$ cat config.mk
export PLATFORM = sky130hd
export DESIGN_NAME = slave_control
export DESIGN_NICKNAME = d
export VERILOG_FILES = /design/src/rtl/chip2chip_pkg.sv /design/src/rtl/sync_chain.sv /design/src/rtl/slave_control.sv
export SDC_FILE = /design/constraint.sdc
export NUM_CORES = 1
export LEC_CHECK = 0
export BUFFER_PORTS_ARGS = -buffer_cell sky130_fd_sc_hd__buf_4
export CORE_ASPECT_RATIO = 1.2
export CORE_UTILIZATION = 30
export CTS_CLUSTER_SIZE = 30
export DETAILED_ROUTE_END_ITERATION = 16
export PLACE_DENSITY = 0.44
export SKIP_CTS_REPAIR_TIMING = 1
export SLEW_MARGIN = 20
export SYNTH_ARGS = -nofsm -noshare
export SYNTH_HDL_FRONTEND = slang
export SYNTH_SLANG_ARGS = --single-unit
$ cat constraint.sdc
create_clock -name clk -period 5.3 [get_ports clk]
set_input_delay 0.795 -clock clk [delete_from_list [all_inputs] [get_ports clk]]
set_output_delay 0.795 -clock clk [all_outputs]
set_load 0.1 [all_outputs]
$ cat src/rtl/chip2chip_pkg.sv
// chip2chip_pkg: shared types and defaults for both ends of the chip-to-chip link
package chip2chip_pkg;

    localparam int DEF_DATA_W         = 3;
    localparam int DEF_TIMEOUT_CYCLES = 200_000_000;

    typedef enum logic [2:0] {
        IDLE       = 3'd0,
        WAIT_VALID = 3'd1,
        CAPTURE    = 3'd2,
        RELEASE    = 3'd3,
        ABORT      = 3'd4
    } state_t;

endpackage

$ cat src/rtl/sync_chain.sv
// sync_chain: multi-flop synchroniser for an asynchronous input bundle
module sync_chain #(
    parameter int WIDTH  = 1,
    parameter int STAGES = 2
) (
    input  logic             clk,
    input  logic             rst_n,
    input  logic [WIDTH-1:0] d,
    output logic [WIDTH-1:0] q
);

    logic [WIDTH-1:0] r [STAGES];

    // Shift the bundle through STAGES flops; only the last stage is used downstream
    always_ff @(posedge clk) begin
        if (!rst_n) begin
            r <= '{default: '0};
        end else begin
            r[0] <= d;
            for (int i = 1; i < STAGES; i++) r[i] <= r[i-1];
        end
    end

    assign q = r[STAGES-1];

endmodule

$ cat src/rtl/slave_control.sv
// slave_control: receive-side handshake controller with watchdog for the chip-to-chip link
module slave_control
    import chip2chip_pkg::*;
#(
    parameter int DATA_W         = DEF_DATA_W,
    parameter int SYNC_STAGES    = 2,
    parameter int TIMEOUT_CYCLES = DEF_TIMEOUT_CYCLES
) (
    input  logic              clk,
    input  logic              rst_n,
    input  logic              request_i,
    input  logic              notice_i,
    input  logic              valid_i,
    input  logic [DATA_W-1:0] data_i,
    output logic              ack_o,
    output logic [DATA_W-1:0] data_o,
    output logic              data_valid_o,
    output logic              notice_led_o,
    output logic              busy_o,
    output logic              timeout_o,
    output logic [3:0]        rx_cnt_o
);

    localparam logic [27:0] TERM = 28'(TIMEOUT_CYCLES - 1);

    state_t            state;
    logic [27:0]       timer;
    logic              request_s;
    logic              notice_s;
    logic              valid_s;
    logic [DATA_W-1:0] data_s;

    sync_chain #(.WIDTH(DATA_W + 3), .STAGES(SYNC_STAGES)) u_sync (
        .clk   (clk),
        .rst_n (rst_n),
        .d     ({request_i, notice_i, valid_i, data_i}),
        .q     ({request_s, notice_s, valid_s, data_s})
    );

    // Handshake FSM; every output is registered and updated alongside the state it reflects
    always_ff @(posedge clk) begin
        if (!rst_n) begin
            state        <= IDLE;
            timer        <= '0;
            ack_o        <= 1'b0;
            data_o       <= '0;
            data_valid_o <= 1'b0;
            notice_led_o <= 1'b0;
            busy_o       <= 1'b0;
            timeout_o    <= 1'b0;
            rx_cnt_o     <= '0;
        end else begin
            data_valid_o <= 1'b0;
            case (state)
                IDLE: if (request_s) begin
                    state        <= WAIT_VALID;
                    ack_o        <= 1'b1;
                    busy_o       <= 1'b1;
                    timer        <= '0;
                    timeout_o    <= 1'b0;
                    notice_led_o <= notice_s;
                end
                WAIT_VALID: if (valid_s) begin
                    state        <= CAPTURE;
                    data_o       <= data_s;
                    data_valid_o <= 1'b1;
                    rx_cnt_o     <= rx_cnt_o + 4'd1;
                    notice_led_o <= 1'b0;
                end else if (timer == TERM) begin
                    state        <= ABORT;
                    ack_o        <= 1'b0;
                    timeout_o    <= 1'b1;
                    notice_led_o <= 1'b0;
                end else begin
                    timer        <= (&timer) ? timer : timer + 28'd1;
                    notice_led_o <= notice_s;
                end
                CAPTURE: begin
                    state <= RELEASE;
                    ack_o <= 1'b0;
                end
                RELEASE: if (!valid_s) begin
                    state  <= IDLE;
                    busy_o <= 1'b0;
                end
                ABORT: if (!request_s && !valid_s) begin
                    state  <= IDLE;
                    busy_o <= 1'b0;
                end
                default: begin
                    state        <= IDLE;
                    ack_o        <= 1'b0;
                    busy_o       <= 1'b0;
                    notice_led_o <= 1'b0;
                end
            endcase
        end
    end

endmodule

==> impl_results.md, run 1 <==
- Outcome: complete, no violations
- Die span in y: 107 um
- HP Class: reg -> reg
- Top post-synthesis cells by area: dfxtp_1 40%, nand2_1 5.2%, and2_1 3.9%, nand3_1 3.8%, nor2_1 3.8%
- Tmin final: around 2900 ps
- Grt ovf: 0
- Compound-gate portion of the synthesized area: 20.2%
- Global routing usage on met1: a little over a fifth
- Vias post-DR: ~2.5k
- First-pass GRT wire length: between 10,000 and 15,000 um
- WHS: between 400 and 500 ps
- CTS tree: built
- FF+latch count, synth: 55
- Part of the cycle the worst path needs: 54.1%
- Area leader, netlist: dfxtp_1
- Netlist cell types: 54
- Crit Path Class: reg -> reg
- Final Cell Area: ~3000 sq um
- Mapped Area: 2740 sq um
- Final setup fails: 0
- Ys Warns: 0
- RSZ-0062 raised after global routing: no
- Setup crit start kind: flop
- Largest fanout on the critical path: 21
- Routability congestion estimate: around 0.9
- Multi-input gate area: 1560 sq um
- Ratio of cells with drive above 1 in the final layout: roughly an eighth
- NumNets Final: 352
- EDFF count, synth: 0
- Syn Area/Cell: 8.29 sq um
- Vias in the first global route: about 2.4k
- Most frequent cells in the layout: 55 x dfxtp_1, 38 x nand2_1, 28 x nor2_1, 21 x nand3_1, 20 x buf_4
- Worst-Skew Late Latency: between 300 and 400 ps
- Slew @ Worst Pin: roughly 1000 ps
- Max H-tree Level: 2
- Max_cap viols: 0
- Fill cells: between 900 and 1k
- Tot GR Track Use: ~17%
- Router iterations before antenna repair: 5
- Most used flip-flop cell after synthesis: dfxtp_1
- Largest family of logic cells by synthesized area: simple AND/OR/NAND/NOR gates
- Ant. Diodes: 0
- IO buf count: 19
- CTS Buf Count: 5
- WL per Instance: approximately 16 um
- Largest net degree at the start of global routing: between 40 and 50
- Initial Util: 31.5%
- Hpwl dp: 5160 um
- Clock sink count: 55
- Detailed Route WL: about 7400 um
- Non-filler cells in the finished layout: 460
- Clock slew at reported path FFs: about 100 ps
- P per Cell Area: between 200 and 300 nW/um^2
- Met2 usage: between 20% and 30%
- Setup TNS: 0 ps
- Commonest non-fill, non-tap cell in the layout: dfxtp_1
- CTS max path bufs: 2
- Pre-CTS setup slack: 2490 ps
- Placed Cells: around 450
- Floorplan row count: 37
- Peak supply drop: between 0.1 and 0.15 mV
- P&R area growth vs syn: 12.5%
- Initial antenna violation count: 0
- Min-delay src: u_sync.r[10]$_SDFF_PN0_
- Antenna viol nets, final: 0
- Post-synthesis mux area share: 1.51%
- CP cell instances: ha_1, nand4b_1, nor4b_1, a22oi_2, nand2_1, nor4_1, mux2i_1
- Die Area: 9530 sq um
- Fmax: 0.349 GHz
- Sequential fraction of the synthesis area: approximately 40%
- Final hold viol count: 0
- Initial DRC count: about 120
- Slew Viols, Final: 0
- Critical path's largest stage delay: 840 ps
- Util after Layout: 35.5%
- Worst setup EP type: flop
- FF-to-FF Start: timer[0]$_SDFFE_PN0P_
- Critical-path top delay cell: a22oi_2
- Core Region: between 8000 and 9000 sq um
- Final clock skew: between 10 and 15 ps
- Syn_nets: about 340
- Most crowded layer after global routing: met2
- Synth async-reset ratio: 0%
- Clk Tree Root Cell: clkbuf_8
- Vias/cell: roughly 5.4
- Register area: 1100 sq um
- Top Ports: 20
- Gate count of the mapped netlist: roughly 330
- GRT met3 Usage: ~3.0%
- XOR/XNOR Fraction of Synth Area: under 10%
- WP data required: approximately 5600 ps
- Worst setup path start: timer[0]$_SDFFE_PN0P_
- Worst slew margin: 32.9%
- Cell Area, Placed: 2970 sq um
- DRC Markers: 0
- Die Wd: a little under 90 um
- Post-Synth Adder-Cell Area: less than 1%
- Worst EP arrival: ~3100 ps
- Setup ws final: roughly 2400 ps
- Simple-gate share of the synthesized area: 33.0%
- Static Leak: just over 1 nW
- Total Power: roughly 0.85 mW
- Synth top area share: approximately 40%
==> critical path, delay by kind of cell (launching register included) <==
| family | cells | cell delay, ps |
|---|---|---|
| fa+ha+maj | 1 | 270 |
| simple gates | 4 | 1080 |
| compound gates | 1 | 840 |
| mux | 1 | 220 |
| flops | 1 | 390 |
==> sequential cells by signal, summed over array words and instances, names as in the netlist <==
signal        count
ack_o             1
data_o            3
notice_led_o      1
u_sync.r          6
busy_o            1
timer            28
u_sync.q          6
timeout_o         1
state             3
data_valid_o      1
rx_cnt_o          4
==> cells in the mapped netlist (3+ instances only) <==
cell	instances
dfxtp_1	55
nor2b_1	3
nor4_1	3
nand2_1	38
a21boi_1	4
clkbuf_1	13
and4_1	5
nor3_1	13
and2_1	17
o31ai_1	9
or2_2	3
xnor2_1	3
mux2i_1	3
o211ai_1	4
a31oi_1	7
nand4b_1	3
and3_1	6
nor2_1	28
a21oi_1	12
nand3_1	21
nand2b_1	3
inv_1	3
o21ai_0	16
a21boi_0	8
nand4_1	14
==> cell type report <==
cell class	instances	area share, %
clock buffer	6	2.68
clock inverter	2	1.13
tap	117	4.74
timing repair buffer	20	4.86
multi-input combinational	257	50.5
inverter	3	0.365
sequential	55	35.7
==> final timing paths <==
check                           slack [ps]                     end  cells past startpoint
worst max-delay path                  2430  timer[27]$_SDFFE_PN0P_                      7
worst min register to register         440  u_sync.q[4]$_SDFF_PN0_                      1
worst min-delay path                   440  u_sync.q[4]$_SDFF_PN0_                      1
worst max register to register        2430  timer[27]$_SDFFE_PN0P_                      7
==> cell families (layout without fill, tap and decap cells) <==
kind of cell	Yosys count	count (layout)
compound gates	80	80
simple gates	167	167
fa+ha+maj	2	2
xor+xnor	4	4
buf+inv	19	31
mux	4	4
flops	55	55
==> per-layer routing <==
metal,vias to the layer above,wire (um),share of wire [%]
met5,-,0,0
met4,0,69,0.94
met3,6,267,3.6
met2,57,3580,49
met1,1191,3440,47
li1,1240,-,-
==> report_power, final <==
| part | switching, mW | internal (mW) | leakage [nW] |
|---|---|---|---|
| Combinational | 0.0837 | 0.0360 | 0.531 |
| Sequential | 0.0120 | 0.423 | 0.446 |
| Clock | 0.141 | 0.153 | 0.0612 |
| Total | 0.237 | 0.612 | 1.04 |
Power figures use the tool's default switching activity.
==> inputs of run 2 (changes only) <==
==> constraint.sdc (replaced) <==
create_clock -name clk -period 2.8 [get_ports clk]
set_input_delay 0.42 -clock clk [delete_from_list [all_inputs] [get_ports clk]]
set_output_delay 0.42 -clock clk [all_outputs]
set_load 0.1 [all_outputs]
==> impl_results.md, run 2 (synthesized netlist as in run 1, its figures left out) <==
- Fmax: 0.431 GHz (+24%)
- Switching share of total power: 30.4% (+2.5 points)
- Clock slew at reported path FFs: 110 ps (about the same)
- Total Power: 1.53 mW (+80%)
- Min-delay src: data_i[0]
- Tot GR Track Use: 16.8% (+0.28 points)
- Die Area: 9530 sq um (unchanged)
- Initial DRC count: 172 (+50%)
- Initial antenna violation count: 0 (unchanged)
- WHS: 298 ps (-141 ps)
- Fill cells: 971 (+0.83%)
- Largest net degree at the start of global routing: 44 (unchanged)
- Ratio of cells with drive above 1 in the final layout: 14.8% (+2.2 points)
- Routability congestion estimate: 0.833 (-5.8%)
- Largest register FFs: 28 (unchanged)
- IO buf count: 19 (unchanged)
- Final Cell Area: 3130 sq um (+1.4%)
- Cell Area, Placed: 3040 sq um (+2.3%)
- Core Region: 8700 sq um (unchanged)
- Floorplan row count: 37 (unchanged)
- Util after Layout: 36.0% (+0.49 points)
- Hpwl dp: 5460 um (+5.8%)
- DRC Markers: 0 (unchanged)
- Worst-Skew Late Latency: 320 ps (about the same)
- P&R area growth vs syn: 14.1%
- Top Ports: 20 (unchanged)
- Reg2Reg Depth: 8 (+1)
- Combinational Power Share: 15.9% (+1.8 points)
- Ant. Diodes: 0 (unchanged)
- CTS Buf Count: 5 (unchanged)
- Setup crit start kind: flop
- Static Leak: 1.06 nW (+2.0%)
- CTS max path bufs: 2 (unchanged)
- Reg-to-reg endpoint: timer[16]$_SDFFE_PN0P_
- Vias in the first global route: 2,415 (+2.1%)
- Part of the cycle the worst path needs: 82.9% (+29 points)
- Setup TNS: 0 ps (unchanged)
- HP Class: in -> reg
- WHS Endpoint: u_sync.r[6]$_SDFF_PN0_
- NumNets Final: 361 (+2.6%)
- Slew Viols, Final: 0 (unchanged)
- Worst slew margin: 58.1% (+25 points)
- Top routing layer used: met4
- Grt ovf: 0 (unchanged)
- Clock sink count: 55 (unchanged)
- Final setup fails: 0 (unchanged)
- Clk Tree Root Cell: clkbuf_8
- Clock power frac: 30.1% (-4.5 points)
- Crit Path Class: reg -> reg
- Detailed Route WL: 7400 um (+0.57%)
- Final hold viol count: 0 (unchanged)
- RSZ-0062 raised after global routing: no
- Metal2 WL: 3730 um (+4.3%)
- Slew @ Worst Pin: 620 ps (-386 ps)
- R2r setup slk: 480 ps (-1950 ps)
- First-pass GRT wire length: 12,100 um (-0.28%)
- Worst EP arrival: 2550 ps (-570 ps)
- Largest fanout on the critical path: 12 (-43%)
- Max H-tree Level: 2 (unchanged)
- P_sw: 0.463 mW (+96%)
- Die Wd: 89.3 um (unchanged)
- Max_cap viols: 0 (unchanged)
- Tmin final: 2320 ps (-547 ps)
- Vias/cell: 5.32 (-1.8%)
- Routed wl met3: 235 um (-12%)
- CTS tree: built
- WL per Instance: 15.8 um (-1.4%)
- Met1 WL: 3290 um (-4.3%)
- WP data required: 3030 ps (-2520 ps)
- Most flop-heavy register: timer
- P per Cell Area: 488 nW/um^2 (+77%)
- Peak supply drop: 0.201 mV (+59%)
- Vias post-DR: 2,497 (+0.12%)
- Antenna viol nets, final: 0 (unchanged)
- Outcome: complete, no violations
- Final clock skew: 6.10 ps (-5.10 ps)
- Sequential fraction of design power: 54.0% (+2.7 points)
- Initial Util: 31.5% (unchanged)
- Worst setup EP type: flop
- Die span in y: 107 um (unchanged)
- Int Pwr: 1.06 mW (+74%)
- FF-to-FF Start: timer[0]$_SDFFE_PN0P_
- Most frequent cells in the layout: 55 x dfxtp_1, 38 x nand2_1, 29 x buf_4, 28 x nor2_1, 21 x nand3_1
- Hold depth: 2 (+1)
- Commonest non-fill, non-tap cell in the layout: dfxtp_1
- Router iterations before antenna repair: 4 (-1)
run 2: layer usage:
layer  global-route usage [%]  vias up
met2                     29.5       44
met4                     6.01        0
met1                     20.2     1179
li1                         -     1263
met5                        0        -
met3                     2.77       11
run 2: critical path: stages (launching register included):
cell	delay (ps)
dfxtp_1	450
ha_1	270
nand4b_1	130
nor4b_1	440
a22oi_2	320
buf_4	260
a41oi_1	190
o21ai_0	100
o31ai_1	80
run 2: layout make-up:
cell class                 instances  area [sq um]  share of cell area [%]
multi-input combinational        257          1560                    49.9
sequential                        55          1100                    35.2
timing repair buffer              29           218                    6.96
tap                              117           146                    4.68
clock buffer                       5          68.8                    2.20
clock inverter                     3          23.8                   0.760
inverter                           3          11.3                   0.360
run 2: power by group through the flow:
stage	Clock (mW)	Combinational, mW	Sequential [mW]
2_1_floorplan	0	0.131	0.870
3_3_place_gp	0	0.248	0.842
3_5_place_dp	0	0.245	0.843
4_1_cts	0.485	0.247	0.824
5_1_grt	0.515	0.265	0.829
6_report	0.460	0.242	0.824
run 2: worst max-delay path by stage:
stage,end,from,cells past startpoint
6_report,timer[16]$_SDFFE_PN0P_,timer[0]$_SDFFE_PN0P_,8
3_5_place_dp,timer[16]$_SDFFE_PN0P_,timer[0]$_SDFFE_PN0P_,8
3_3_place_gp,timer[26]$_SDFFE_PN0P_,timer[8]$_SDFFE_PN0P_,6
2_1_floorplan,timer[3]$_SDFFE_PN0P_,timer[18]$_SDFFE_PN0P_,7
5_1_grt,timer[21]$_SDFFE_PN0P_,timer[0]$_SDFFE_PN0P_,8
4_1_cts,timer[16]$_SDFFE_PN0P_,timer[0]$_SDFFE_PN0P_,8
run 2: stage by stage:
stage	cells	worst slack, ps
6_report	469	480
2_1_floorplan	331	891
5_1_grt	469	205
3_5_place_dp	461	545
3_3_place_gp	461	527
4_1_cts	469	520
==> inputs of run 3 (changes only) <==
--- a/config.mk
+++ b/config.mk
@@ -10,7 +10,7 @@
 export CORE_UTILIZATION = 30
 export CTS_CLUSTER_SIZE = 30
 export DETAILED_ROUTE_END_ITERATION = 16
-export PLACE_DENSITY = 0.44
+export PLACE_DENSITY = 0.46
 export SKIP_CTS_REPAIR_TIMING = 1
 export SLEW_MARGIN = 20
 export SYNTH_ARGS = -nofsm -noshare
==> constraint.sdc (replaced) <==
create_clock -name clk -period 1.9 [get_ports clk]
set_input_delay 0.285 -clock clk [delete_from_list [all_inputs] [get_ports clk]]
set_output_delay 0.285 -clock clk [all_outputs]
set_load 0.1 [all_outputs]
==> impl_results.md, run 3 (synthesized netlist as in run 1, its figures left out) <==
- WP data required: 2120 ps (-910 ps)
- Die span in y: 107 um (unchanged)
- Router iterations before antenna repair: 4 (unchanged)
- Total Power: 2.36 mW (+55%)
- WL per Instance: 15.3 um (-3.1%)
- Outcome: finished with violations
- Most frequent cells in the layout: 78 x buf_4, 48 x dfxtp_1, 37 x nand2_1, 24 x nor2_1, 19 x nand3_1
- Worst EP arrival: 2230 ps (-320 ps)
- Final setup fails: 23 (+23)
- Core Region: 8700 sq um (unchanged)
- Part of the cycle the worst path needs: 106% (+23 points)
- Die Area: 9530 sq um (unchanged)
- Tot GR Track Use: 17.5% (+0.71 points)
- Most flop-heavy register: timer
- WHS: 162 ps (-136 ps)
- Tmin final: 2010 ps (-306 ps)
- Setup TNS: -1220 ps (-1220 ps)
- Critical-path top delay cell: or4b_4
- Setup ws final: -114 ps (-594 ps)
- Clk Tree Root Cell: clkbuf_8
- Slew @ Worst Pin: 594 ps (-26.8 ps)
- CTS tree: built
- Worst-Skew Late Latency: 320 ps (about the same)
- Cell Area, Placed: 3410 sq um (+12%)
- Fmax: 0.496 GHz (+15%)
- Largest register FFs: 28 (unchanged)
- Vias post-DR: 2,773 (+11%)
- CTS Buf Count: 5 (unchanged)
- P per Cell Area: 632 nW/um^2 (+30%)
- Worst setup EP type: flop
- Final hold viol count: 0 (unchanged)
- Top Ports: 20 (unchanged)
- Grt ovf: 0 (unchanged)
- HP Class: in -> reg
- Clock slew at reported path FFs: 110 ps (about the same)
- Pre-CTS setup slack: -177 ps (-722 ps)
- Critical Path Sink: state[0]$_SDFFE_PN0P_
- Initial antenna violation count: 0 (unchanged)
- Worst slew margin: 60.0% (+1.9 points)
- Commonest non-fill, non-tap cell in the layout: buf_4
- Initial Util: 31.5% (unchanged)
- IO buf count: 19 (unchanged)
- Largest fanout on the critical path: 5 (-7)
- Max H-tree Level: 2 (unchanged)
- Initial DRC count: 138 (-20%)
- NumNets Final: 416 (+15%)
- Sequential fraction of design power: 50.8% (-3.2 points)
- P_sw: 0.734 mW (+58%)
- R2r setup slk: -110 ps (-590 ps)
- Combinational Power Share: 19.5% (+3.6 points)
- Antenna viol nets, final: 0 (unchanged)
- Violated checks: negative setup slack
- Fill cells: 919 (-5.4%)
- Reg2Reg Depth: 7 (-1)
- Peak supply drop: 0.412 mV (+100%)
- Reg-to-reg endpoint: state[0]$_SDFFE_PN0P_
- Hpwl dp: 6040 um (+11%)
- CP cell instances: or4b_4, nor4b_4, nand3_2, buf_6, a21oi_2, nor2b_1, o21a_1
- Ratio of cells with drive above 1 in the final layout: 34.2% (+19 points)
- Non-filler cells in the finished layout: 524 (+12%)
- FF-to-FF Start: timer[20]$_SDFFE_PN0P_
- P&R area growth vs syn: 36.0%
- Critical path's largest stage delay: 590 ps (+140 ps)
- CTS max path bufs: 2 (unchanged)
- Switching share of total power: 31.1% (+0.75 points)
- Die Wd: 89.3 um (unchanged)
- Register area: 1110 sq um (+0.79%)
- Placed Cells: 511 (+11%)
- Routability congestion estimate: 0.817 (-2.0%)
- Max_cap viols: 0 (unchanged)
- Crit Path Class: reg -> reg
- Vias in the first global route: 2,627 (+8.8%)
- Multi-input gate area: 1720 sq um (+10%)
- Clock power frac: 29.7% (-0.4 points)
- DRC Markers: 0 (unchanged)
- First-pass GRT wire length: 12,800 um (+5.7%)
- Final Cell Area: 3730 sq um (+19%)
- Ant. Diodes: 0 (unchanged)
- Clock sink count: 55 (unchanged)
- Final clock skew: 7.30 ps (+1.19 ps)
- Vias/cell: 5.29 (-0.60%)
- Detailed Route WL: 8010 um (+8.3%)
- Floorplan row count: 37 (unchanged)
- Util after Layout: 42.9% (+6.9 points)
- Slew Viols, Final: 0 (unchanged)
- Setup crit start kind: flop
- Static Leak: 1.42 nW (+34%)
- Int Pwr: 1.62 mW (+53%)
- RSZ-0062 raised after global routing: yes
- Worst setup path start: timer[20]$_SDFFE_PN0P_
- Largest net degree at the start of global routing: 21 (-52%)
## run 3: changes by cell type in the layout (fill, tap and decap cells not counted), sizes merged
cell      before  now
clkinvlp       2    0
inv            4    5
buf           29   84
clkinv         0    1
## run 3: worst min-delay path by stage
stage	start	to	slack, ps	cells past startpoint
final	data_i[1]	u_sync.r[7]$_SDFF_PN0_	160	2
after global routing	request_i	u_sync.r[11]$_SDFF_PN0_	160	2
after CTS	data_i[1]	u_sync.r[7]$_SDFF_PN0_	160	2
after detailed placement	u_sync.r[8]$_SDFF_PN0_	u_sync.q[2]$_SDFF_PN0_	420	1
after global placement	u_sync.r[8]$_SDFF_PN0_	u_sync.q[2]$_SDFF_PN0_	410	1
after floorplan	u_sync.r[6]$_SDFF_PN0_	u_sync.q[0]$_SDFF_PN0_	410	1
## run 3: final cells by class
type,count,area share (%)
inverter,3,0.302
timing repair buffer,84,17.3
clock buffer,5,1.84
multi-input combinational,257,46.1
tap,117,3.92
clock inverter,3,0.704
sequential,55,29.7
## run 3: layer usage
metal | global-route usage [%] | wire length, um
met2 | 31.4 | 4070
met3 | 2.23 | 214
met5 | 0 | 0
met4 | 6.92 | 270
met1 | 20.7 | 3450
## run 3: power by group through the flow
stage | Clock (mW) | Sequential, mW | Combinational [mW]
after floorplan | 0 | 1.28 | 0.194
after global placement | 0 | 1.22 | 0.426
after detailed placement | 0 | 1.22 | 0.424
after CTS | 0.729 | 1.20 | 0.425
after global routing | 0.763 | 1.20 | 0.495
final | 0.701 | 1.20 | 0.459
## run 3: critical path: cells and delay by family, from the launching register on
family	cells	cell delay (ps)
AOI/OAI and AO/OA	2	270
buffers and inverters	1	190
and+or+nand+nor	4	1110
DFF	1	340
